### src/rtl/qp_mem_arbiter.sv
// Arbiter for port 0 of the query-patch SRAM between the Wishbone controller (W)
// and the query-fetch engine (A). Optional grant/conflict counters: QP_ARB_STATS_EN.
module qp_mem_arbiter #(
    parameter int DATA_WIDTH = 11,
    parameter int PATCH_SIZE = 5,
    parameter int ROW_SIZE   = 26,
    parameter int COL_SIZE   = 19,
    parameter int NUM_QUERYS = ROW_SIZE * COL_SIZE,
    parameter int ADDRW      = $clog2(NUM_QUERYS),
    parameter int PW         = PATCH_SIZE * DATA_WIDTH
) (
    input  logic             clk,
    input  logic             rst_n,
    input  logic             debug_mode,
    input  logic             w_req,
    input  logic             w_we,
    input  logic             w_lock,
    input  logic [ADDRW-1:0] w_addr,
    input  logic [PW-1:0]    w_wdata,
    output logic             w_gnt,
    output logic             w_rvalid,
    output logic [PW-1:0]    w_rdata,
    input  logic             a_req,
    input  logic             a_we,
    input  logic             a_lock,
    input  logic [ADDRW-1:0] a_addr,
    input  logic [PW-1:0]    a_wdata,
    output logic             a_gnt,
    output logic             a_rvalid,
    output logic [PW-1:0]    a_rdata,
    output logic             mem_csb0,
    output logic             mem_web0,
    output logic [ADDRW-1:0] mem_addr0,
    output logic [PW-1:0]    mem_wpatch0,
    input  logic [PW-1:0]    mem_rpatch0,
    output logic             busy
`ifdef QP_ARB_STATS_EN
    ,
    input  logic             stats_clr,
    output logic [15:0]      w_grant_cnt,
    output logic [15:0]      a_grant_cnt,
    output logic [15:0]      conflict_cnt
`endif
);

    typedef enum logic [1:0] {
        FREE   = 2'd0,
        LOCK_W = 2'd1,
        LOCK_A = 2'd2
    } state_e;

    localparam logic OWN_W = 1'b0;
    localparam logic OWN_A = 1'b1;

    state_e          state_q, state_d;
    logic            rr_last_q;
    logic            debug_q;
    logic            w_rvalid_q, a_rvalid_q;
    logic [PW-1:0]   w_rdata_q, a_rdata_q;
    logic            w_win_s, a_win_s;

    // State, round-robin pointer and read-return registers
    always_ff @(posedge clk or negedge rst_n) begin
        if (!rst_n) begin
            state_q    <= FREE;
            rr_last_q  <= OWN_A;
            debug_q    <= 1'b0;
            w_rvalid_q <= 1'b0;
            a_rvalid_q <= 1'b0;
            w_rdata_q  <= '0;
            a_rdata_q  <= '0;
        end else begin
            state_q    <= state_d;
            debug_q    <= debug_mode;
            w_rvalid_q <= w_win_s & ~w_we;
            a_rvalid_q <= a_win_s & ~a_we;
            if (w_win_s) begin
                rr_last_q <= OWN_W;
            end else if (a_win_s) begin
                rr_last_q <= OWN_A;
            end else begin
                rr_last_q <= rr_last_q;
            end
            if (w_rvalid_q) begin
                w_rdata_q <= mem_rpatch0;
            end else begin
                w_rdata_q <= w_rdata_q;
            end
            if (a_rvalid_q) begin
                a_rdata_q <= mem_rpatch0;
            end else begin
                a_rdata_q <= a_rdata_q;
            end
        end
    end

    // Next-state: locks persist until the owner's unlocked access; a debug rising edge breaks an A lock
    always_comb begin
        state_d = state_q;
        case (state_q)
            FREE: begin
                if (w_win_s && w_lock) begin
                    state_d = LOCK_W;
                end else if (a_win_s && a_lock) begin
                    state_d = LOCK_A;
                end else begin
                    state_d = FREE;
                end
            end
            LOCK_W: begin
                if (w_win_s && !w_lock) begin
                    state_d = FREE;
                end else begin
                    state_d = LOCK_W;
                end
            end
            LOCK_A: begin
                if (debug_mode && !debug_q) begin
                    state_d = FREE;
                end else if (a_win_s && !a_lock) begin
                    state_d = FREE;
                end else begin
                    state_d = LOCK_A;
                end
            end
            default: state_d = FREE;
        endcase
    end

    // Winner selection; nothing is granted while reset is asserted
    always_comb begin
        w_win_s = 1'b0;
        a_win_s = 1'b0;
        if (!rst_n) begin
            w_win_s = 1'b0;
            a_win_s = 1'b0;
        end else begin
            case (state_q)
                FREE: begin
                    if (debug_mode) begin
                        w_win_s = w_req;
                        a_win_s = a_req & ~w_req;
                    end else if (w_req && a_req) begin
                        w_win_s = (rr_last_q == OWN_A);
                        a_win_s = (rr_last_q == OWN_W);
                    end else begin
                        w_win_s = w_req;
                        a_win_s = a_req;
                    end
                end
                LOCK_W:  w_win_s = w_req;
                LOCK_A:  a_win_s = a_req;
                default: begin
                    w_win_s = 1'b0;
                    a_win_s = 1'b0;
                end
            endcase
        end
    end

    // SRAM port driven straight from the winner
    always_comb begin
        mem_csb0    = 1'b1;
        mem_web0    = 1'b1;
        mem_addr0   = '0;
        mem_wpatch0 = '0;
        if (w_win_s) begin
            mem_csb0    = 1'b0;
            mem_web0    = ~w_we;
            mem_addr0   = w_addr;
            mem_wpatch0 = w_wdata;
        end else if (a_win_s) begin
            mem_csb0    = 1'b0;
            mem_web0    = ~a_we;
            mem_addr0   = a_addr;
            mem_wpatch0 = a_wdata;
        end else begin
            mem_csb0    = 1'b1;
            mem_web0    = 1'b1;
            mem_addr0   = '0;
            mem_wpatch0 = '0;
        end
    end

    assign w_gnt    = w_win_s;
    assign a_gnt    = a_win_s;
    assign w_rvalid = w_rvalid_q;
    assign a_rvalid = a_rvalid_q;
    // SRAM data arrives in the rvalid cycle itself; the register keeps it afterwards
    assign w_rdata  = w_rvalid_q ? mem_rpatch0 : w_rdata_q;
    assign a_rdata  = a_rvalid_q ? mem_rpatch0 : a_rdata_q;
    assign busy     = (state_q == LOCK_W) || (state_q == LOCK_A);

`ifdef QP_ARB_STATS_EN
    logic [15:0] w_cnt_q, a_cnt_q, c_cnt_q;

    // Saturating grant and conflict counters
    always_ff @(posedge clk or negedge rst_n) begin
        if (!rst_n) begin
            w_cnt_q <= 16'h0000;
            a_cnt_q <= 16'h0000;
            c_cnt_q <= 16'h0000;
        end else if (stats_clr) begin
            w_cnt_q <= 16'h0000;
            a_cnt_q <= 16'h0000;
            c_cnt_q <= 16'h0000;
        end else begin
            if (w_win_s && (w_cnt_q != 16'hFFFF)) w_cnt_q <= w_cnt_q + 16'h0001;
            if (a_win_s && (a_cnt_q != 16'hFFFF)) a_cnt_q <= a_cnt_q + 16'h0001;
            if (w_req && a_req && (c_cnt_q != 16'hFFFF)) c_cnt_q <= c_cnt_q + 16'h0001;
        end
    end

    assign w_grant_cnt  = w_cnt_q;
    assign a_grant_cnt  = a_cnt_q;
    assign conflict_cnt = c_cnt_q;
`endif

endmodule
### config.mk
export PLATFORM = sky130hd
export DESIGN_NAME = qp_mem_arbiter
export DESIGN_NICKNAME = d
export VERILOG_FILES = /design/src/rtl/qp_mem_arbiter.sv
export SDC_FILE = /design/constraint.sdc
export NUM_CORES = 1
export LEC_CHECK = 0
export ABC_AREA = 1
export BUFFER_PORTS_ARGS = -buffer_cell sky130_fd_sc_hd__buf_2
export CAP_MARGIN = 0
export CORE_AREA = 4 4 143 145
export DETAILED_ROUTE_END_ITERATION = 10
export DIE_AREA = 0 0 147 149
export PLACE_DENSITY_LB_ADDON = 0.1
export RECOVER_POWER = 100
export SYNTH_ARGS = -nofsm -noshare
export SYNTH_HDL_FRONTEND = slang
export SYNTH_SLANG_ARGS = --single-unit
### constraint.sdc
create_clock -name clk -period 4 [get_ports clk]
set_input_delay 0.4 -clock clk [delete_from_list [all_inputs] [get_ports clk]]
set_output_delay 0.4 -clock clk [all_outputs]
set_load 0.05 [all_outputs]
Word-level counts from Yosys, hierarchy flattened
Index checks and enable logic that the tools add are counted.
{"block": "totals", "register_bits": 116, "inputBits": 192, "output_inout_bits": 181, "wordCells": 54}
{"block": "op_classes", "eq_ne": 2, "n_mux": 26, "bitwise": 7, "reduce_logical": 12}
{"operator": "55-bit 2-to-1 mux", "count": 4}
{"operator": "9-bit 2-to-1 mux", "count": 2}
{"operator": "1-bit 2-to-1 mux", "count": 13}
{"operator": "2-bit 2-to-1 mux", "count": 4}
{"operator": "1-bit logical AND", "count": 6}
{"operator": "2-bit case mux with 3 select lines", "count": 1}
{"operator": "1-bit inverter", "count": 4}
{"operator": "1-bit case mux with 2 select lines", "count": 2}
{"operator": "1-bit AND", "count": 3}
{"operator": "1-bit zero test", "count": 3}
{"operator": "2-bit by 1-bit equality test with 1-bit output (second input constant)", "count": 1}
{"operator": "2-bit equality test (second input constant)", "count": 1}
{"operator": "2-bit zero test", "count": 1}
{"operator": "2-bit nonzero test", "count": 1}
{"operator": "1-bit logical OR", "count": 1}

Logic depth before layout (Yosys ltp)
{"block": "depth", "word_depth": 9, "depth_mapped": 10, "ltp_nobuf": 9}

Worst setup path before layout
Ideal clock, no wire load.
{"block": "synth_timing", "kind": "reg2out", "from": "register state_q[0]", "to": "output port mem_web0", "arrival_ns": 1.811, "required_time_ns": 3.600, "setup_slack_ns": 1.789, "path_stages_with_launch": 9, "path_buffers": 1, "path_cell_list": "dfrtp_1 -> inv_1 -> ha_1 -> inv_1 -> nor2_2 -> nand2_2 -> nand2_4 -> buf_6 -> o211ai_1"}
{"block": "synth_via", "elab_chain_len": 5, "word_cells_on_any_way": 9, "cone_classes": "eq/ne (2); mux (6); reduce/logical (1)"}
{"element": "from (decl)", "line": "55", "source": "state_e state_q, state_d;"}
{"element": "from (signal assigned)", "line": "73", "source": "state_q <= state_d;"}
{"element": "2-bit equality test or 2-bit zero test (tied branches)", "line": "138", "source": "case (state_q)"}
{"element": "1-bit case mux with 2 select lines", "line": "138"}
{"element": "1-bit 2-to-1 mux", "line": "134", "source": "if (!rst_n) begin"}
{"element": "1-bit 2-to-1 mux", "line": "172", "source": "end else if (a_win_s) begin"}
{"element": "1-bit 2-to-1 mux (*)", "line": "167", "source": "if (w_win_s) begin"}
{"element": "to (decl)", "line": "32", "source": "output logic mem_web0,"}
Mark *: on every way between the ends. The rest lies on a longest branch, timed or not.

Worst setup path in the final report
{"block": "layout_timing", "from": "register a_rvalid_q (netlist: a_rvalid)", "to": "output port a_rdata[38]"}
{"block": "layout_via", "elab_chain_len": 1}
{"element": "from (decl)", "line": "58", "source": "logic w_rvalid_q, a_rvalid_q;"}
{"element": "from (signal assigned)", "line": "76", "source": "a_rvalid_q <= a_win_s & ~a_we;"}
{"element": "55-bit 2-to-1 mux", "line": "191", "source": "assign a_rdata = a_rvalid_q ? mem_rpatch0 : a_rdata_q;"}
{"element": "to (decl)", "line": "30", "source": "output logic [PW-1:0] a_rdata,"}
No other way between the ends.

==> impl_metrics.toml <==
[die]
pin_count = 373
die_x_um = 147
coreArea_um2 = 19200
die_y_um = 149
die_area_um2 = 21900
std_cell_rows = 51
start_util_pct = 27.7

[cts]
cts.path.max_buffers = 2
clock_latency_ns = 0.41
ctsHoldBuffers = 0
htree_num_levels = 4
cts_tree = "built"
clkSinkCount = 116
root_buffer = "clkbuf_16"
cts_inserted_buffers = 17
post-cts-setup-buffers = 0
cts.repair.resized = 0
clk_pin_slew_ns = 0.05

[route]
via_per_inst = 4.27
post-route-drc-count = 0
routed_wl_mm = 19.3
drtAntennaViolNets = 0
drt-initial-drc-count = 136
avgRoutedWirePerCell_um = 16.9
drtPass1Iterations = 5
vias = 4886

[yosys]
synthTopCellsByArea = "dfrtp_1, mux2_2, nand2_1"
synth-edff-count = 0
synth_seq_cells = 116
synthFlopType = "dfrtp_1"
synth_nets = 682
netlist_top_cells_count = "nand2_1, dfrtp_1, mux2_2"
synth_cell_types = 22
yosysWarningCount = 0
syn_area_per_cell_um2 = 10.9
syn-cell-area_um2 = 5320
synth_top_area_cell = "dfrtp_1"
ys_seq_area_share_pct = 54.6
synth_top_area_share_pct = 54.1
netlist_instances = 486
async_flop_share_pct = 100
yosys.cell_count.top_type = "nand2_1"

[grt]
antenna_found_initial = 6
grt_pass1_vias = 5280
grt_pass1_wl_mm = 29.1
grt_util_all_layers_pct = 17.2
grt_max_degree = 78
gr-total-overflow = 0

[sta]
tightest_slew_ns = 2.13
maxSlewHeadroom_pct = -42.2
slew_viol_final = 132
min_period_ns = 3.54
fin_crit_sh_pct = 88.5
whs_ns = 0.165
rsz0062_at_grt = "false"
hold_viol = 0
setup-tns-final_ns = 0
max_freq_ghz = 0.283
setup-violations-final = 0
finalClockSkew_ns = 0.00430

[status]
violations = "max-capacitance violations, max-slew violations"
status = "finished with violations"

[setup_path]
cp_max_fo = 33
crit_path_start_kind = "flip-flop"
r2r_start = "a_rvalid$_DFF_PN0_"
arrival_ns = 3.14
worstSetupPathType = "flip-flop to output pin"
cp.required_ns = 3.60
crit_path_end_kind = "output pin"
startpoint = "a_rvalid$_DFF_PN0_"

[cells_and_area]
drive_gt1_share_pct = 34.8
final_net_count = 1054
finalCoreUtilization_pct = 40.4
area_growth_pct = 46.1

[pwr]
p_leak_nw = 3.84
peakVddDrop_mv = 0.302
powerDensity_nw_per_um2 = 1050

[hold_path]
hp-start = "debug_mode"
hold_path_class = "primary input to flip-flop"

[place]
gp_congestion = 0.868
hpwl_mm = 15.4
io_buffers = 372

[job]
cap_violations = 3
[stage by stage]
| stage | std cells | power, mW | cell area, µm² | setup WS (ns) |
|---|---|---|---|---|
| 5_1_grt | 1142 | 8.59 | 7760 | 0.278 |
| 3_5_place_dp | 1104 | 7.01 | 7380 | 1.24 |
| 6_report | 1144 | 8.19 | 7770 | 0.462 |
| 3_3_place_gp | 1104 | 6.96 | 7380 | 1.31 |
| 2_1_floorplan | 486 | 5.87 | 5320 | 1.79 |
| 4_1_cts | 1136 | 8.56 | 7980 | 0.783 |
[final timing paths]
path                       depth (start not counted)  slack (ns)                       to
setup / recovery                                   3        0.46              a_rdata[38]
hold / removal                                     1        0.16        debug_q$_DFF_PN0_
setup reg to reg                                   2        1.36  a_rdata_q[32]$_DFF_PN0_
hold reg to reg                                    1        0.48  a_rdata_q[31]$_DFF_PN0_
max in group asynchronous                          3        1.15  w_rdata_q[46]$_DFF_PN0_
min in group asynchronous                          2        0.92   a_rdata_q[1]$_DFF_PN0_
[power breakdown]
part | leakage (nW) | switching (mW) | total, mW | internal (mW)
sequential | 1.39 | 0.150 | 1.90 | 1.75
clock | 0.290 | 0.507 | 1.51 | 1.01
combinational | 2.16 | 3.88 | 4.78 | 0.898
total | 3.84 | 4.54 | 8.19 | 3.65
[cell families after synthesis]
| logic type | share of synthesized area [%] |
|---|---|
| buffers and inverters | 4.02 |
| DFF | 54.6 |
| adders and majority gates | 0.941 |
| muxes | 23.3 |
| AOI/OAI and AO/OA | 0.706 |
| and+or+nand+nor | 16.4 |
[placed cells by master (no fill, tap or decap)]
| cell type | Yosys | routed |
|---|---|---|
| diode_2 | 0 | 8 |
| clkbuf_2 | 0 | 1 |
| dfrtp_2 | 0 | 1 |
| inv_1 | 10 | 10 |
| nor3_1 | 1 | 1 |
| clkbuf_16 | 0 | 17 |
| mux2_1 | 0 | 59 |
| o211ai_1 | 1 | 1 |
| nand2_2 | 13 | 12 |
| dfstp_2 | 1 | 1 |
| o21ai_1 | 1 | 1 |
| bufinv_16 | 0 | 3 |
| mux2_2 | 110 | 51 |
| o21bai_1 | 1 | 1 |
| nand3_1 | 2 | 2 |
| dfrtp_1 | 115 | 114 |
| nand2_4 | 1 | 1 |
| nand2_1 | 187 | 188 |
| clkbuf_1 | 0 | 174 |
| a21boi_0 | 1 | 1 |
| ha_1 | 4 | 4 |
| clkinv_2 | 0 | 5 |
| nor2_1 | 8 | 9 |
| clkinvlp_4 | 0 | 2 |
| buf_2 | 15 | 203 |
| clkbuf_8 | 0 | 2 |
| or2_0 | 0 | 1 |
| buf_4 | 3 | 3 |
| nor2_8 | 1 | 1 |
| a21oi_1 | 2 | 2 |
[routing by layer]
metal,up-vias,track usage (%),routed length [µm]
met2,226,30.4,10200
met5,-,0,0
met1,2311,18.9,7240
met4,0,7.78,433
li1,2325,-,-
met3,24,5.47,1410
[final cells by class]
cell class | count | area, µm²
Multi-Input combinational cell | 335 | 2190
Antenna cell | 8 | 20.0
Fill cell | 2071 | 11400
Tap cell | 265 | 332
Timing Repair Buffer | 378 | 1690
Inverter | 10 | 37.5
Clock inverter | 10 | 130
Sequential cell | 116 | 2910
Clock buffer | 22 | 464
[sequential cells by signal, summed over array words and instances (netlist names)]
| name | count |
|---|---|
| a_rdata_q | 55 |
| w_rdata_q | 55 |
| state_q | 2 |
| a_rvalid | 1 |
| debug_q | 1 |
| rr_last_q | 1 |
| w_rvalid | 1 |
[critical path, stage by stage, from the launching register on]
cell and delay, ns:
dfrtp_1 1.37, clkbuf_1 0.70, mux2_2 0.43, buf_2 0.22
Power figures use the tool's default switching activity.
